File: src/rtl/quad_gather_pkg.sv
// Shared defaults and helpers for the 2x2 quad gatherer feeding the radix-2x2 butterfly.
package quad_gather_pkg;

    localparam int DATA_W_DEF = 16;
    localparam int N_DEF      = 8;

    // Index width for an N-entry row; N is a power of two >= 2.
    function automatic int col_w(input int n);
        return (n > 2) ? $clog2(n) : 1;
    endfunction

    // What an accepted sample does, given its (row, col) parity.
    typedef enum logic [1:0] {
        SLOT_WRITE_TOP = 2'd0,
        SLOT_HOLD_BL   = 2'd1,
        SLOT_EMIT_QUAD = 2'd2
    } slot_e;

endpackage

File: src/rtl/quad_line_buf.sv
// One-row complex line buffer: single write port, two combinational read ports.
module quad_line_buf
    import quad_gather_pkg::*;
#(
    parameter int N      = N_DEF,
    parameter int DATA_W = DATA_W_DEF,
    parameter int COL_W  = col_w(N)
) (
    input  logic                  clk,
    input  logic                  we,
    input  logic [COL_W-1:0]      waddr,
    input  logic [2*DATA_W-1:0]   wdata,
    input  logic [COL_W-1:0]      raddr_a,
    input  logic [COL_W-1:0]      raddr_b,
    output logic [2*DATA_W-1:0]   rdata_a,
    output logic [2*DATA_W-1:0]   rdata_b
);

    logic [2*DATA_W-1:0] mem_q [N];

    // Contents are don't-care after reset, so the array carries no reset.
    always_ff @(posedge clk) begin
        if (we) begin
            mem_q[waddr] <= wdata;
        end
    end

    assign rdata_a = mem_q[raddr_a];
    assign rdata_b = mem_q[raddr_b];

endmodule

File: src/rtl/quad_gather.sv
// Row-major sample stream in, registered 2x2 quads out: one quad per odd-row/odd-col sample.
module quad_gather
    import quad_gather_pkg::*;
#(
    parameter int N      = N_DEF,
    parameter int DATA_W = DATA_W_DEF
) (
    input  logic              clk,
    input  logic              rst_n,
    input  logic              in_valid,
    input  logic              in_sof,
    input  logic [DATA_W-1:0] in_r,
    input  logic [DATA_W-1:0] in_i,
    output logic              out_valid,
    output logic              out_sof,
    output logic [DATA_W-1:0] out_1_1_r,
    output logic [DATA_W-1:0] out_1_1_i,
    output logic [DATA_W-1:0] out_1_2_r,
    output logic [DATA_W-1:0] out_1_2_i,
    output logic [DATA_W-1:0] out_2_1_r,
    output logic [DATA_W-1:0] out_2_1_i,
    output logic [DATA_W-1:0] out_2_2_r,
    output logic [DATA_W-1:0] out_2_2_i,
    output logic              frame_err
);

    localparam int COL_W = col_w(N);
    localparam logic [COL_W-1:0] LAST = COL_W'(N - 1);

    logic [COL_W-1:0]    col_q, col_d, row_q, row_d;
    logic [COL_W-1:0]    eff_col, eff_row;
    logic                sof_pend_q, sof_pend_d;
    logic [DATA_W-1:0]   bl_r_q, bl_i_q;
    logic                restart, emit, hold_bl, lb_we;
    slot_e               slot;
    logic [2*DATA_W-1:0] lb_rd_a, lb_rd_b;

    logic                out_valid_q, out_sof_q, frame_err_q;
    logic [DATA_W-1:0]   q11_r_q, q11_i_q, q12_r_q, q12_i_q;
    logic [DATA_W-1:0]   q21_r_q, q21_i_q, q22_r_q, q22_i_q;

    quad_line_buf #(
        .N      (N),
        .DATA_W (DATA_W),
        .COL_W  (COL_W)
    ) u_line_buf (
        .clk     (clk),
        .we      (lb_we),
        .waddr   (eff_col),
        .wdata   ({in_r, in_i}),
        .raddr_a (eff_col - COL_W'(1)),
        .raddr_b (eff_col),
        .rdata_a (lb_rd_a),
        .rdata_b (lb_rd_b)
    );

    always_comb begin
        // A misplaced in_sof re-labels the current sample as (0,0) of a fresh tile.
        restart    = in_valid && in_sof && ((row_q != '0) || (col_q != '0));
        eff_row    = restart ? '0 : row_q;
        eff_col    = restart ? '0 : col_q;
        col_d      = col_q;
        row_d      = row_q;
        sof_pend_d = sof_pend_q;

        if (!eff_row[0]) begin
            slot = SLOT_WRITE_TOP;
        end else if (!eff_col[0]) begin
            slot = SLOT_HOLD_BL;
        end else begin
            slot = SLOT_EMIT_QUAD;
        end

        lb_we   = in_valid && (slot == SLOT_WRITE_TOP);
        hold_bl = in_valid && (slot == SLOT_HOLD_BL);
        emit    = in_valid && (slot == SLOT_EMIT_QUAD);

        if (in_valid) begin
            if (eff_col == LAST) begin
                col_d = '0;
                row_d = (eff_row == LAST) ? '0 : eff_row + COL_W'(1);
            end else begin
                col_d = eff_col + COL_W'(1);
                row_d = eff_row;
            end
            if (in_sof) begin
                sof_pend_d = 1'b1;
            end else if (emit) begin
                sof_pend_d = 1'b0;
            end
        end
    end

    always_ff @(posedge clk or negedge rst_n) begin
        if (!rst_n) begin
            col_q       <= '0;
            row_q       <= '0;
            sof_pend_q  <= 1'b0;
            bl_r_q      <= '0;
            bl_i_q      <= '0;
            out_valid_q <= 1'b0;
            out_sof_q   <= 1'b0;
            frame_err_q <= 1'b0;
            q11_r_q     <= '0;
            q11_i_q     <= '0;
            q12_r_q     <= '0;
            q12_i_q     <= '0;
            q21_r_q     <= '0;
            q21_i_q     <= '0;
            q22_r_q     <= '0;
            q22_i_q     <= '0;
        end else begin
            col_q       <= col_d;
            row_q       <= row_d;
            sof_pend_q  <= sof_pend_d;
            out_valid_q <= emit;
            out_sof_q   <= emit && sof_pend_q;
            frame_err_q <= restart;
            if (hold_bl) begin
                bl_r_q <= in_r;
                bl_i_q <= in_i;
            end
            // Quad data holds between pulses; only an emitting sample reloads it.
            if (emit) begin
                q11_r_q <= lb_rd_a[2*DATA_W-1:DATA_W];
                q11_i_q <= lb_rd_a[DATA_W-1:0];
                q12_r_q <= lb_rd_b[2*DATA_W-1:DATA_W];
                q12_i_q <= lb_rd_b[DATA_W-1:0];
                q21_r_q <= bl_r_q;
                q21_i_q <= bl_i_q;
                q22_r_q <= in_r;
                q22_i_q <= in_i;
            end
        end
    end

    assign out_valid = out_valid_q;
    assign out_sof   = out_sof_q;
    assign frame_err = frame_err_q;
    assign out_1_1_r = q11_r_q;
    assign out_1_1_i = q11_i_q;
    assign out_1_2_r = q12_r_q;
    assign out_1_2_i = q12_i_q;
    assign out_2_1_r = q21_r_q;
    assign out_2_1_i = q21_i_q;
    assign out_2_2_r = q22_r_q;
    assign out_2_2_i = q22_i_q;

endmodule

File: config.mk
export PLATFORM = sky130hd
export DESIGN_NAME = quad_gather
export DESIGN_NICKNAME = d
export VERILOG_FILES = /design/src/rtl/quad_gather_pkg.sv /design/src/rtl/quad_line_buf.sv /design/src/rtl/quad_gather.sv
export SDC_FILE = /design/constraint.sdc
export NUM_CORES = 1
export LEC_CHECK = 0
export CAP_MARGIN = 5
export CORE_UTILIZATION = 25
export DETAILED_ROUTE_END_ITERATION = 16
export GPL_TIMING_DRIVEN = 0
export PLACE_DENSITY_LB_ADDON = 0.05
export RECOVER_POWER = 50
export SLEW_MARGIN = 20
export SYNTH_ARGS = -nofsm -noshare
export SYNTH_HDL_FRONTEND = slang
export SYNTH_HIERARCHICAL = 1
export SYNTH_SLANG_ARGS = --single-unit
File: constraint.sdc
create_clock -name clk -period 3.8 [get_ports clk]
set_input_delay 0.76 -clock clk [delete_from_list [all_inputs] [get_ports clk]]
set_output_delay 0.76 -clock clk [all_outputs]
set_load 0.03 [all_outputs]
==> results.py <==
metrics = {
    "sta": {
        "fin_hold_ws_ns": 0.483,
        "fin_skew_ns": 0.0271,
        "finalMaxSlewViolations": 25,
        "finalHoldViolCount": 0,
        "slew_headroom_pct": -35.2,
        "worstMarginPinSlew_ns": 2.03,
        "fin_tns_setup_ns": 0,
        "final-setup-viol-count": 0,
        "fmax_mhz": 279,
        "period_share_pct": 94.3,
        "period_needed_ns": 3.58,
        "rsz0062_at_grt": "no",
    },
    "yosys": {
        "yosys_warnings": 6,
        "yosysUniqueCellTypes": 34,
        "synth.area.top_cells": "edfxtp_1 (41%), dfrtp_1 (23%), mux4_1 (11%)",
        "syn_inst": 886,
        "synth_nets": 926,
        "synth_seq_cells": 426,
        "syn_area_um2": 18600,
        "syn_area_per_cell_um2": 21.0,
        "seq_area_frac_synth_pct": 64.2,
        "synth_top_cell_area_share_pct": 41.3,
        "yosysTopAreaCell": "edfxtp_1",
    },
    "route": {
        "drt_pre_antenna_iters": 10,
        "via_per_inst": 4.47,
        "dr.first_iter.drc_count": 448,
        "ant_nets": 0,
        "wl_per_cell_um": 25.2,
        "vias": 9539,
        "remaining_drc_errors": 7,
        "wl_um": 53700,
    },
    "power": {
        "power_frac_comb_pct": 33.2,
        "power_density_nw_per_um2": 725,
        "leakage_nw": 8.90,
        "p_total_mw": 17.3,
        "p_sw_share_pct": 31.6,
        "switchingPower_mw": 5.46,
        "p_seq_share_pct": 36.2,
        "clock_power_share_pct": 30.6,
        "ir_drop_mv": 0.303,
        "p_int_mw": 11.8,
    },
    "floorplan": {
        "die_area_um2": 75500,
        "pin_count": 167,
        "core_area_um2": 73300,
        "dieWidth_um": 275,
        "die_height_um": 275,
        "start_util_pct": 25.4,
        "num_rows": 99,
    },
    "worst_setup_path": {
        "critPathKind": "input pin to flop",
        "cpMostUsedCell": "nand2_1",
        "cp.required_ns": 4.29,
        "cp-start-kind": "input pin",
        "cp-end-kind": "flop",
        "slowest_delay_ns": 0.69,
        "cp_max_fo": 10,
        "cp_cell_sequence": "dlygate4sd3_1 > nand2_1 > nand2_1 > ha_1 > xor2_1 > clkbuf_2 > buf_1 > mux4_1 > mux2_2 > mux2_4",
        "arrival_ns": 4.07,
        "cpMaxStageDelayCell": "buf_1",
    },
    "place": {
        "dp_hpwl_um": 34500,
        "gp_congestion": 0.645,
        "portBuffers": 166,
    },
    "grt": {
        "grt_first_pass_wirelength_um": 76900,
        "overflow": 0,
        "grt_pass1_vias": 10400,
        "antenna_found_initial": 0,
        "grt_max_degree": 74,
        "grtUsageTotal_pct": 14.4,
    },
    "min_path": {
        "hold_class": "flop to flop",
    },
    "clock_network": {
        "htree_num_levels": 2,
        "cts_buffers": 53,
        "clk_latency_ns": 0.60,
        "cts_setup_buffers": 0,
        "cts.sinks": 426,
        "cts_root_buf": "clkbuf_16",
        "clk_path_buf_depth": 3,
        "clkSlewWorstSetupHoldPaths_ns": 0.06,
        "cts_tree": "done",
    },
    "final_layout": {
        "fin_nets": 1171,
        "final_util_pct": 32.4,
        "fillCellCount": 7103,
        "synthToLayoutAreaGrowth_pct": 27.9,
        "drive_gt1_share_pct": 35.6,
        "final_common_cell": "edfxtp_1",
        "antenna_cells": 0,
        "final_cell_mix": "edfxtp_1 (256), mux2_2 (183), dfrtp_1 (170)",
    },
    "run": {
        "max_cap_viol_count": 1,
    },
    "run_status": {
        "violations": "DRC, capacitance limit, slew limit",
        "status": "complete, but fails checks",
    },
}
[layout make-up]
type                            instances  area (um2)  area share, %
Multi-Input combinational cell        400        6230           26.2
Inverter                                6        23.8         0.0999
Buffer                                 54         399           1.68
Sequential cell                       426       11900           50.2
Clock inverter                         31         358           1.50
Timing Repair Buffer                  190        2170           9.11
Clock buffer                           68        1470           6.19
Tap cell                              959        1200           5.04
[critical path: cells and delay by family]
kind | cells | cell delay [ns]
buffers and inverters | 3 | 1.59
multiplexers | 3 | 0.98
AND/OR/NAND/NOR | 2 | 0.34
adder cells (fa/ha/maj) | 1 | 0.23
XOR/XNOR | 1 | 0.14
[worst paths after layout]
check                      cells past startpoint                    from  slack, ns                        end
setup reg to reg                               8    col_q[0]$_DFFE_PN0P_       0.77   out_1_1_i[6]$_DFFE_PN0P_
hold / removal                                 1  bl_i_q[11]$_DFFE_PN0P_       0.48  out_2_1_i[11]$_DFFE_PN0P_
min in group asynchronous                      2                   rst_n       1.29  out_1_1_i[15]$_DFFE_PN0P_
setup / recovery                              10                in_valid       0.22   out_1_1_i[6]$_DFFE_PN0P_
max in group asynchronous                      3                   rst_n       1.25   out_2_2_r[2]$_DFFE_PN0P_
hold reg to reg                                1  bl_i_q[11]$_DFFE_PN0P_       0.48  out_2_1_i[11]$_DFFE_PN0P_
[sequential cells by signal (all words and copies together), names as in the netlist, 16 cells and up]
signal,flops
out_2_1_i,16
out_1_2_i,16
out_1_2_r,16
out_2_1_r,16
bl_r_q,16
out_2_2_i,16
bl_i_q,16
out_1_1_r,16
u_line_buf/mem_q,256
out_1_1_i,16
out_2_2_r,16
[what timing repair did]
action / in CTS / in global routing
hold buffers: 1 / 0
setup endpoints to repair: 0 / 13
gates resized for setup: 0 / 8
hold endpoints to repair: 2 / 0
[metrics by stage]
step / setup slack, ns / std cells / instance area, um2
2_1_floorplan: 0.579 / 886 / 18600
3_3_place_gp: -6.56 / 2011 / 21500
3_5_place_dp: -0.527 / 2034 / 22000
4_1_cts: 0.125 / 2134 / 23900
5_1_grt: 0.0511 / 2134 / 23800
6_report: 0.217 / 2134 / 23800
[metal layers]
layer  GRT usage (%)  vias up  part of all wire, %  wire (um)
met1            19.4     5093                   46      24500
met3            3.07       74                  5.0       2660
met4            3.60        0                  2.0       1050
met5               0        -                    0          0
met2            23.6      201                   47      25400
li1                -     4171                    -          -
[power groups by stage]
stage	sequential, mW	clock, mW	combinational, mW
2_1_floorplan	7.24	0	2.44
3_3_place_gp	6.37	0	5.70
3_5_place_dp	6.35	0	5.86
4_1_cts	6.27	5.49	5.88
5_1_grt	6.37	5.65	6.07
6_report	6.25	5.28	5.73
[synthesized netlist by cell type]
| library cell | count |
|---|---|
| nor4_1 | 1 |
| buf_12 | 4 |
| nand2b_1 | 4 |
| buf_1 | 18 |
| and3b_1 | 1 |
| nand3_4 | 1 |
| clkbuf_1 | 2 |
| a31oi_1 | 1 |
| and2_1 | 3 |
| nor3_1 | 2 |
| nand3b_1 | 1 |
| mux2_4 | 43 |
| nor2_1 | 9 |
| buf_6 | 18 |
| mux2_2 | 183 |
| mux2i_1 | 1 |
| mux4_1 | 80 |
| buf_4 | 8 |
| a21oi_1 | 5 |
| dfrtp_1 | 170 |
| edfxtp_1 | 256 |
| inv_1 | 5 |
| buf_8 | 1 |
| nand2_1 | 6 |
| inv_4 | 1 |
| clkbuf_2 | 1 |
| a32o_1 | 1 |
| a21boi_0 | 1 |
| buf_2 | 2 |
| xor2_1 | 1 |
| ha_1 | 4 |
| nor2b_4 | 1 |
| o21ai_0 | 3 |
| mux4_2 | 48 |
[cell families after synthesis]
kind of cell | after synthesis | synth area share [%]
AO/OA/AOI/OAI | 11 | 0.343
XOR/XNOR | 1 | 0.0471
adder cells (fa/ha/maj) | 4 | 0.269
buffers and inverters | 60 | 2.54
flip-flops | 426 | 64.2
multiplexers | 355 | 31.7
AND/OR/NAND/NOR | 29 | 0.881
No activity file was read; power rests on OpenSTA's default activity.
